### src/rtl/cond_unit_if.sv
// cond_unit_if: groups the handshake, instruction, ALU flag and gated-control
// signals of the condition-evaluation stage.
//   master : upstream/downstream side. Drives the instruction, the ALU results
//            and out_ready. Observes in_ready and the registered outputs.
//   slave  : cond_unit side. Drives in_ready, the registered outputs, flags
//            and v_count.
interface cond_unit_if;
    logic       in_valid;
    logic       in_ready;
    logic [3:0] cond;
    logic [1:0] flag_write;
    logic       alu_n;
    logic       alu_z;
    logic       alu_c;
    logic       alu_v_n;
    logic       pcs;
    logic       reg_w;
    logic       mem_w;
    logic       no_write;
    logic       out_valid;
    logic       out_ready;
    logic       cond_ex;
    logic       pc_src;
    logic       reg_write;
    logic       mem_write;
    logic [3:0] flags;
    logic [7:0] v_count;

    modport master (
        output in_valid, cond, flag_write, alu_n, alu_z, alu_c, alu_v_n,
               pcs, reg_w, mem_w, no_write, out_ready,
        input  in_ready, out_valid, cond_ex, pc_src, reg_write, mem_write,
               flags, v_count
    );

    modport slave (
        input  in_valid, cond, flag_write, alu_n, alu_z, alu_c, alu_v_n,
               pcs, reg_w, mem_w, no_write, out_ready,
        output in_ready, out_valid, cond_ex, pc_src, reg_write, mem_write,
               flags, v_count
    );
endinterface

### src/rtl/cond_unit.sv
// cond_unit: ARM condition evaluation and NZCV flag register. It evaluates the
// condition field against the architectural flags and registers the gated
// PC-source, register-write and memory-write controls in a one-entry
// valid/ready stage.
//   clk   : system clock, rising edge
//   reset : asynchronous, active-low
//   bus   : cond_unit_if.slave (instruction in, gated controls out, flags,
//           v_count)
module cond_unit (
    input  logic        clk,
    input  logic        reset,
    cond_unit_if.slave  bus
);
    logic       out_valid_q, out_valid_d;
    logic       cond_ex_q,   cond_ex_d;
    logic       pc_src_q,    pc_src_d;
    logic       reg_write_q, reg_write_d;
    logic       mem_write_q, mem_write_d;
    logic [3:0] flags_q,     flags_d;     // {N,Z,C,V}
    logic [7:0] v_count_q,   v_count_d;

    logic       in_ready;
    logic       accept;
    logic       ce;
    logic       fn, fz, fc, fv;

    assign in_ready = !out_valid_q | bus.out_ready;
    assign accept   = bus.in_valid & in_ready;
    assign {fn, fz, fc, fv} = flags_q;

    always_comb begin
        ce = 1'b0;
        unique case (bus.cond)
            4'b0000: ce = fz;
            4'b0001: ce = !fz;
            4'b0010: ce = fc;
            4'b0011: ce = !fc;
            4'b0100: ce = fn;
            4'b0101: ce = !fn;
            4'b0110: ce = fv;
            4'b0111: ce = !fv;
            4'b1000: ce = fc & !fz;
            4'b1001: ce = !fc | fz;
            4'b1010: ce = (fn == fv);
            4'b1011: ce = (fn != fv);
            4'b1100: ce = !fz & (fn == fv);
            4'b1101: ce = fz | (fn != fv);
            4'b1110: ce = 1'b1;
            4'b1111: ce = 1'b0;
            default: ce = 1'b0;
        endcase
    end

    always_comb begin
        out_valid_d = out_valid_q;
        cond_ex_d   = cond_ex_q;
        pc_src_d    = pc_src_q;
        reg_write_d = reg_write_q;
        mem_write_d = mem_write_q;
        flags_d     = flags_q;
        v_count_d   = v_count_q;

        if (accept) begin
            out_valid_d = 1'b1;
            cond_ex_d   = ce;
            pc_src_d    = bus.pcs & ce;
            reg_write_d = bus.reg_w & ce & !bus.no_write;
            mem_write_d = bus.mem_w & ce;
            if (ce) begin
                if (bus.flag_write[1]) begin
                    flags_d[3] = bus.alu_n;
                    flags_d[2] = bus.alu_z;
                end
                if (bus.flag_write[0]) begin
                    flags_d[1] = bus.alu_c;
                    flags_d[0] = !bus.alu_v_n;   // overflow input is active-low
                    if (!bus.alu_v_n && v_count_q != 8'hFF) begin
                        v_count_d = v_count_q + 8'd1;
                    end
                end
            end
        end else if (out_valid_q && bus.out_ready) begin
            // Drain with nothing behind it: make sure no stale write strobes linger.
            out_valid_d = 1'b0;
            pc_src_d    = 1'b0;
            reg_write_d = 1'b0;
            mem_write_d = 1'b0;
        end
    end

    always_ff @(posedge clk or negedge reset) begin
        if (!reset) begin
            out_valid_q <= 1'b0;
            cond_ex_q   <= 1'b0;
            pc_src_q    <= 1'b0;
            reg_write_q <= 1'b0;
            mem_write_q <= 1'b0;
            flags_q     <= 4'b0000;
            v_count_q   <= 8'd0;
        end else begin
            out_valid_q <= out_valid_d;
            cond_ex_q   <= cond_ex_d;
            pc_src_q    <= pc_src_d;
            reg_write_q <= reg_write_d;
            mem_write_q <= mem_write_d;
            flags_q     <= flags_d;
            v_count_q   <= v_count_d;
        end
    end

    assign bus.in_ready  = in_ready;
    assign bus.out_valid = out_valid_q;
    assign bus.cond_ex   = cond_ex_q;
    assign bus.pc_src    = pc_src_q;
    assign bus.reg_write = reg_write_q;
    assign bus.mem_write = mem_write_q;
    assign bus.flags     = flags_q;
    assign bus.v_count   = v_count_q;
endmodule

### src/flat_wrapper.sv
// flat-port wrapper written by rule: the top's interface ports become plain ports
module cond_unit_flat 
  (clk, reset, bus_in_valid, bus_cond, bus_flag_write, bus_alu_n, bus_alu_z, bus_alu_c, bus_alu_v_n, bus_pcs, bus_reg_w, bus_mem_w, bus_no_write, bus_out_ready, bus_in_ready, bus_out_valid, bus_cond_ex, bus_pc_src, bus_reg_write, bus_mem_write, bus_flags, bus_v_count);
  cond_unit_if bus_i ();
  input  logic clk;
  input  logic reset;
  input wire logic [$bits(bus_i.in_valid)-1:0] bus_in_valid;
  input wire logic [$bits(bus_i.cond)-1:0] bus_cond;
  input wire logic [$bits(bus_i.flag_write)-1:0] bus_flag_write;
  input wire logic [$bits(bus_i.alu_n)-1:0] bus_alu_n;
  input wire logic [$bits(bus_i.alu_z)-1:0] bus_alu_z;
  input wire logic [$bits(bus_i.alu_c)-1:0] bus_alu_c;
  input wire logic [$bits(bus_i.alu_v_n)-1:0] bus_alu_v_n;
  input wire logic [$bits(bus_i.pcs)-1:0] bus_pcs;
  input wire logic [$bits(bus_i.reg_w)-1:0] bus_reg_w;
  input wire logic [$bits(bus_i.mem_w)-1:0] bus_mem_w;
  input wire logic [$bits(bus_i.no_write)-1:0] bus_no_write;
  input wire logic [$bits(bus_i.out_ready)-1:0] bus_out_ready;
  output wire logic [$bits(bus_i.in_ready)-1:0] bus_in_ready;
  output wire logic [$bits(bus_i.out_valid)-1:0] bus_out_valid;
  output wire logic [$bits(bus_i.cond_ex)-1:0] bus_cond_ex;
  output wire logic [$bits(bus_i.pc_src)-1:0] bus_pc_src;
  output wire logic [$bits(bus_i.reg_write)-1:0] bus_reg_write;
  output wire logic [$bits(bus_i.mem_write)-1:0] bus_mem_write;
  output wire logic [$bits(bus_i.flags)-1:0] bus_flags;
  output wire logic [$bits(bus_i.v_count)-1:0] bus_v_count;
  assign bus_i.in_valid = bus_in_valid;
  assign bus_i.cond = bus_cond;
  assign bus_i.flag_write = bus_flag_write;
  assign bus_i.alu_n = bus_alu_n;
  assign bus_i.alu_z = bus_alu_z;
  assign bus_i.alu_c = bus_alu_c;
  assign bus_i.alu_v_n = bus_alu_v_n;
  assign bus_i.pcs = bus_pcs;
  assign bus_i.reg_w = bus_reg_w;
  assign bus_i.mem_w = bus_mem_w;
  assign bus_i.no_write = bus_no_write;
  assign bus_i.out_ready = bus_out_ready;
  assign bus_in_ready = bus_i.in_ready;
  assign bus_out_valid = bus_i.out_valid;
  assign bus_cond_ex = bus_i.cond_ex;
  assign bus_pc_src = bus_i.pc_src;
  assign bus_reg_write = bus_i.reg_write;
  assign bus_mem_write = bus_i.mem_write;
  assign bus_flags = bus_i.flags;
  assign bus_v_count = bus_i.v_count;
  cond_unit u_core (.clk(clk), .reset(reset), .bus(bus_i));
endmodule
### config.mk
export PLATFORM = sky130hd
export DESIGN_NAME = cond_unit_flat
export DESIGN_NICKNAME = d
export VERILOG_FILES = /design/src/rtl/cond_unit_if.sv /design/src/rtl/cond_unit.sv /design/src/flat_wrapper.sv
export SDC_FILE = /design/constraint.sdc
export NUM_CORES = 1
export LEC_CHECK = 0
export ABC_AREA = 1
export CAP_MARGIN = 20
export CELL_PAD_IN_SITES_DETAIL_PLACEMENT = 1
export CELL_PAD_IN_SITES_GLOBAL_PLACEMENT = 1
export CORE_MARGIN = 5
export CORE_UTILIZATION = 33
export CTS_BUF_LIST = sky130_fd_sc_hd__clkbuf_4 sky130_fd_sc_hd__clkbuf_8
export DETAILED_ROUTE_END_ITERATION = 12
export PLACE_DENSITY = 0.85
export SLEW_MARGIN = 30
export SYNTH_ARGS = -nofsm -noshare
export SYNTH_HDL_FRONTEND = slang
export SYNTH_SLANG_ARGS = --single-unit
### constraint.sdc
create_clock -name clk -period 1.9 [get_ports clk]
set_input_delay 0.38 -clock clk [delete_from_list [all_inputs] [get_ports clk]]
set_output_delay 0.38 -clock clk [all_outputs]
set_load 0.02 [all_outputs]
Word level (Yosys, flattened, before mapping)
Cells that the tools add are included.

operators by class
  $add $sub $neg = 1
  $mul = 0
  div/mod/pow operators = 0
  order comparisons = 0
  equal/unequal tests = 18
  shifts and indexed selects = 0
  muxes and demuxes = 6
  bitwise operators = 10
  reductions and logical operators = 14

operators with widths
  cell                 count
  $eq 4x4->1 const B   8
  $eq 4x3->1 const B   4
  $pmux 1 s16          1
  $add 8x1->8 const B  1
  $eq 4x2->1 const B   2
  $ne 8x8->1 const B   1
  $and 1x1->1          7
  $logic_not 1->1      7
  $reduce_and 3->1     2
  $mux 1               5
  $eq 4x1->1 const B   1
  $logic_not 4->1      1
  $reduce_and 4->1     1
  $or 1x1->1           3
  $logic_and 1x1->1    2
  $reduce_bool 2->1    1
  $eq 1x1->1           1
  $ne 1x1->1           1

storage, ports and cells
  flip-flop bits (word level) = 17
  bits in latches = 0
  RAM bits = 0
  bits in read-only memories = 0
  input bits = 18
  output and inout port bits = 18
  word-level logic and storage cells = 57
  memories = 0

Logic depth before layout (Yosys ltp)
  depth after elaboration = 6
  depth in mapped cells = 13
  mapped depth without buffers = 13

Worst setup path after synthesis
OpenSTA, ideal clock, no wires.

  kind = flip-flop to flip-flop
  from = reg u_core.v_count_q[0], in the netlist u_core.bus.v_count[0]
  to = reg u_core.v_count_q[2], in the netlist u_core.bus.v_count[2]
  setup time = 65 ps
  arrival time = 1449 ps
  required time = 1835 ps
  setup slack = 385 ps
  stages on the path, launching flop included = 8
  path buffers = 1
  clock period less this slack = 1515 ps
  path through = dfrtp_1 ha_1 nand4_1 o211a_1 buf_2 nand3_4 nand2_1 nand2_1

on the way
  word-level cells in the longest chain between the ends = 3
  elaborated cells on any way between the ends = 4
  classes of those cells = add/sub (1); eq/ne (1); reduce/logical (2)

RTL lines
  what                                                 RTL line          text
  start: declaration                                   cond_unit.sv:20   logic [7:0] v_count_q, v_count_d;
  start signal: assignment                             cond_unit.sv:107  v_count_q <= v_count_d;
  branches (longest 3 deep; another with $add 8x1->8)  --

Parallel ways; which one is timed is not known.
A chain may end at the register's enable or synchronous reset.

Worst setup path in the final report
  from = reg u_core.flags_q[3], in the netlist u_core.bus.flags[3]
  to = out bus_flags[3]

RTL lines
  what                      RTL line            text
  start: declaration        cond_unit.sv:19     logic [3:0] flags_q, flags_d;
  start signal: assignment  cond_unit.sv:106    flags_q <= flags_d;
  end: declaration          flat_wrapper.sv:25  output wire logic [$bits(bus_i.flags)-1:0] bus_flags;

No word-level cell between the ends.

==> results.md <==
Worst setup path:
- The endpoint class of the critical path is an output pin.
- By startpoint and endpoint, the worst setup path is classified as reg -> out.
- Broken down by cell family, the worst path's largest delay share belongs to buffers and inverters.
- For this design, the slowest cell found on the critical path is sky130_fd_sc_hd__clkdlybuf4s50_1.
- In this run the worst path has a maximum fanout of 6.
- Together, buffers and inverters on the worst path number 1.
- Data on the critical path is required at its endpoint by 1520 ps.
- The type of origin of the critical path is a flip-flop.
- The worst setup path startpoint is u_core.bus.flags[3].
- The data arrival time of the critical path is 1430 ps.
- The largest single stage delay on the critical path is between 600 and 700 ps.
- The worst flop-to-flop path startpoint is u_core.bus.v_count[0].
- The signal on the critical path passes through clkdlybuf4s50_1.

Power and ir drop:
- The combinational cell fraction of total power is 51.4%.
- The worst vdd rail ir drop is approximately 520 uV.
- Total power for the finished layout comes to 1.609 mW.
- In this run the static leakage power is 0.7632 nW.
- The share of total power in the clock network is 12.2%.
- The internal power consumption is 0.8813 mW.
- The sequential power share is approximately 36%.
- The analysis attributes to net switching a power of a little over 0.7 mW.
- The power density over cell area is 1050 mW/mm^2.
- The switching share of power is 45.23%.

Logic synthesis:
- The cell accounting for the most synthesized area is sky130_fd_sc_hd__dfrtp_1.
- The synthesized design devotes to its leading area cell type 39.91% of total area.
- Counting distinct cell types in the post-synthesis netlist gives 23.
- In the synthesized netlist the async set-or-reset flop fraction comes to 100.0%.
- The most used flip-flop cell after synthesis is sky130_fd_sc_hd__dfrtp_1.
- The sequential share of the synthesized area is 39.91%.
- In this run, synthesis inferred 0 flip-flops with an integrated enable.
- The library cell with the highest instance count after synthesis is sky130_fd_sc_hd__nand2_1.
- The number of nets in the synthesized netlist is 164.
- Synthesis handed over a netlist of 145 instances.
- Counting instances in the post-synthesis netlist gives the leading cell types as sky130_fd_sc_hd__nand2_1 (51), sky130_fd_sc_hd__dfrtp_1 (17), sky130_fd_sc_hd__nand4_1 (13).
- Counting flops and latches in the post-synthesis netlist gives 17.
- In the post-synthesis netlist, the biggest area contributors are sky130_fd_sc_hd__dfrtp_1 (40%), sky130_fd_sc_hd__nand2_1 (18%), sky130_fd_sc_hd__nand4_1 (7.6%).
- The mapped cell area is 0.001066 sq mm.
- The average instance area after synthesis is 7.352 sq um.
- Yosys printed 0 warnings.

Routing:
- The per-cell routed wire length is about 14 um.
- The first-iteration detailed-routing DRC count is 103.
- The total DRC errors in the routed layout is 0.
- Wires add up to roughly 3200 um.
- Using the TritonRoute via totals, the vias-per-cell ratio works out to around 4.8.
- The number of nets still failing antenna checks after routing is 0.
- For this run, the detailed router's first-pass iteration total came to 4.
- The via total after detailed routing is between 1k and 1.5k.

Clock network:
- In this run, CTS created clock tree buffers numbering 3.
- Counting every sink on the clock net gives 17.
- The deepest clock path buffer count is 2.
- The clock latency of the later-clocked register in the worst-skew pair is 300 ps.
- The TritonCTS clock tree is done.
- The total setup buffers inserted after CTS is 0.
- After clock tree synthesis, the clock-pin slew on the worst setup and hold paths is 100 ps.
- The root buffer selected by CTS is sky130_fd_sc_hd__clkbuf_4.
- The number of H-tree branching levels is 1.

Timing:
- The final critical path time including I/O delays and setup is 1814 ps.
- The worst-margin pin slew is 410.7 ps.
- Of the available clock period, the critical path in the final layout requires 95.45%.
- For the final database, setup skew stands at 7.885 ps.
- The total count of hold-check failures in the final report is 0.
- The count of endpoints failing setup in the final report is 0.
- The tightest hold margin is 395.1 ps.
- The number of slew-limit violations in the final report is 0.
- The headroom to the max-slew limit is 72.33%.
- The fmax is 551.4 MHz.
- Setup repair after global routing left no endpoint under its margin.

Finish:
- The area added between synthesis and finish is 43.78%.
- The fraction of final layout cells sized beyond drive strength 1 is 11.23%.
- The count of antenna diodes in the layout is 0.
- For this run, the share of the core covered by cells in the final layout is 49.80%.
- The count of placed standard cells in the final layout, fillers left out is 231.
- The final layout contains between 200 and 250 nets.

Global route:
- The overall routing resource usage is 15.81%.
- The global-route congestion overflow total is 0.
- The number of antenna violations at the first check in global routing is 0.
- Entering global routing, the biggest net connects 19 pins.
- The first global-routing pass estimated approximately 5300 um of wire.
- The via count of the first global-routing pass came to roughly 1.2k.

Floorplanning:
- The row count is 20.
- 36 I/O pins were placed.
- The vertical extent of the die is 66.84 um.
- The area inside the core boundary is 0.003078 sq mm.
- The floorplan step defined a die boundary enclosing 0.004467 sq mm.
- The die is 66.84 um wide.
- The starting density of the core is 34.63%.

Placed design:
- Routability-driven placement finished with a final weighted congestion of 0.8164.
- The wire-length estimate of the detail-placed layout is 2562 um.
- Once placement completed, the tool counted placed cells totaling roughly 230.
- Port buffering added 35 buffers.

Run:
- Across the run, the number of max-cap violations was 0.

Worst hold path:
- The path class of the tightest hold or removal check is in -> async.

Run status:
- The flow ran to the end, and the final reports show no timing, DRC or antenna violations.
## state kept, by name, indices dropped and copies added (netlist names)
register              cells
u_core.bus.reg_write      1
u_core.bus.pc_src         1
u_core.bus.mem_write      1
u_core.bus.flags          4
u_core.bus.out_valid      1
u_core.bus.v_count        8
u_core.bus.cond_ex        1
## per-stage QoR
step	TNS, ps	setup WS, ps	cell area, sq um
after global routing	0	9.333	1533
final	0	86.41	1533
after detailed placement	-3363	-244.5	1495
after floorplan	0	385.4	1066
after global placement	-2189	-163.8	1495
after CTS	0	65.86	1521
## placed cells by master (no fill, tap or decap), types with 2 or more instances in the layout
cell type                         count
sky130_fd_sc_hd__nand2_1             51
sky130_fd_sc_hd__clkbuf_4             3
sky130_fd_sc_hd__nand3_1             12
sky130_fd_sc_hd__a21oi_1              3
sky130_fd_sc_hd__clkdlybuf4s50_1     33
sky130_fd_sc_hd__xnor2_1              4
sky130_fd_sc_hd__xor2_1               2
sky130_fd_sc_hd__buf_4                6
sky130_fd_sc_hd__inv_1               12
sky130_fd_sc_hd__dfrtp_1             17
sky130_fd_sc_hd__inv_2                4
sky130_fd_sc_hd__o21ai_1              6
sky130_fd_sc_hd__o21ai_0              3
sky130_fd_sc_hd__nand4_1             13
sky130_fd_sc_hd__nor2_2               2
sky130_fd_sc_hd__nor2_1               5
## cells by family (layout without fill, tap and decap cells)
kind of cell / Yosys count / after routing / synth area share, %
AOI/OAI and AO/OA: 13 / 13 / 6.572
xor gates and xnor gates: 6 / 6 / 4.930
adders and majority gates: 1 / 1 / 1.174
buffers and inverters: 19 / 61 / 7.628
DFF: 17 / 17 / 39.91
and+or+nand+nor: 89 / 89 / 39.79
## final timing paths
| path | to | slack (ps) | cells after the start |
|---|---|---|---|
| worst max-delay path | bus_flags[3] | 90 | 1 |
| worst min register to register | u_core.bus.mem_write | 500 | 2 |
| max in group asynchronous | u_core.bus.flags[0] | 1310 | 2 |
| min in group clk | u_core.bus.mem_write | 500 | 2 |
| worst max register to register | u_core.bus.v_count[2] | 240 | 6 |
| worst min-delay path | u_core.bus.mem_write | 400 | 2 |
## power by group through the flow
stage	combinational, mW	sequential [mW]	clock (mW)
after CTS	0.821	0.588	0.207
after global routing	0.909	0.610	0.222
after global placement	0.781	0.583	0
after detailed placement	0.818	0.594	0
final	0.826	0.586	0.196
after floorplan	0.369	0.678	0
## final cells by class
cell class	count	area, sq um
fillers	407	1545
clock buffers	3	22.52
multi-input cells	109	568.0
clock inverters	1	5.005
well taps	44	55.05
inverters	16	60.06
repair buffers	41	396.6
flip-flops and latches	17	425.4
## metal layers
metal	GRT usage, %	routed length [um]	vias up
li1	-	-	559
met4	6.091	48	0
met3	3.035	131	5
met1	17.60	1348	534
met5	0	0	-
met2	29.21	1699	22
## repair_timing
item                       in CTS  in global routing
cloned                          0                  0
gates resized for setup         1                  2
hold buffers                    0                  0
setup endpoints to repair       1                 13
pin swaps                       0                  1
(Power assumes the default switching activity.)
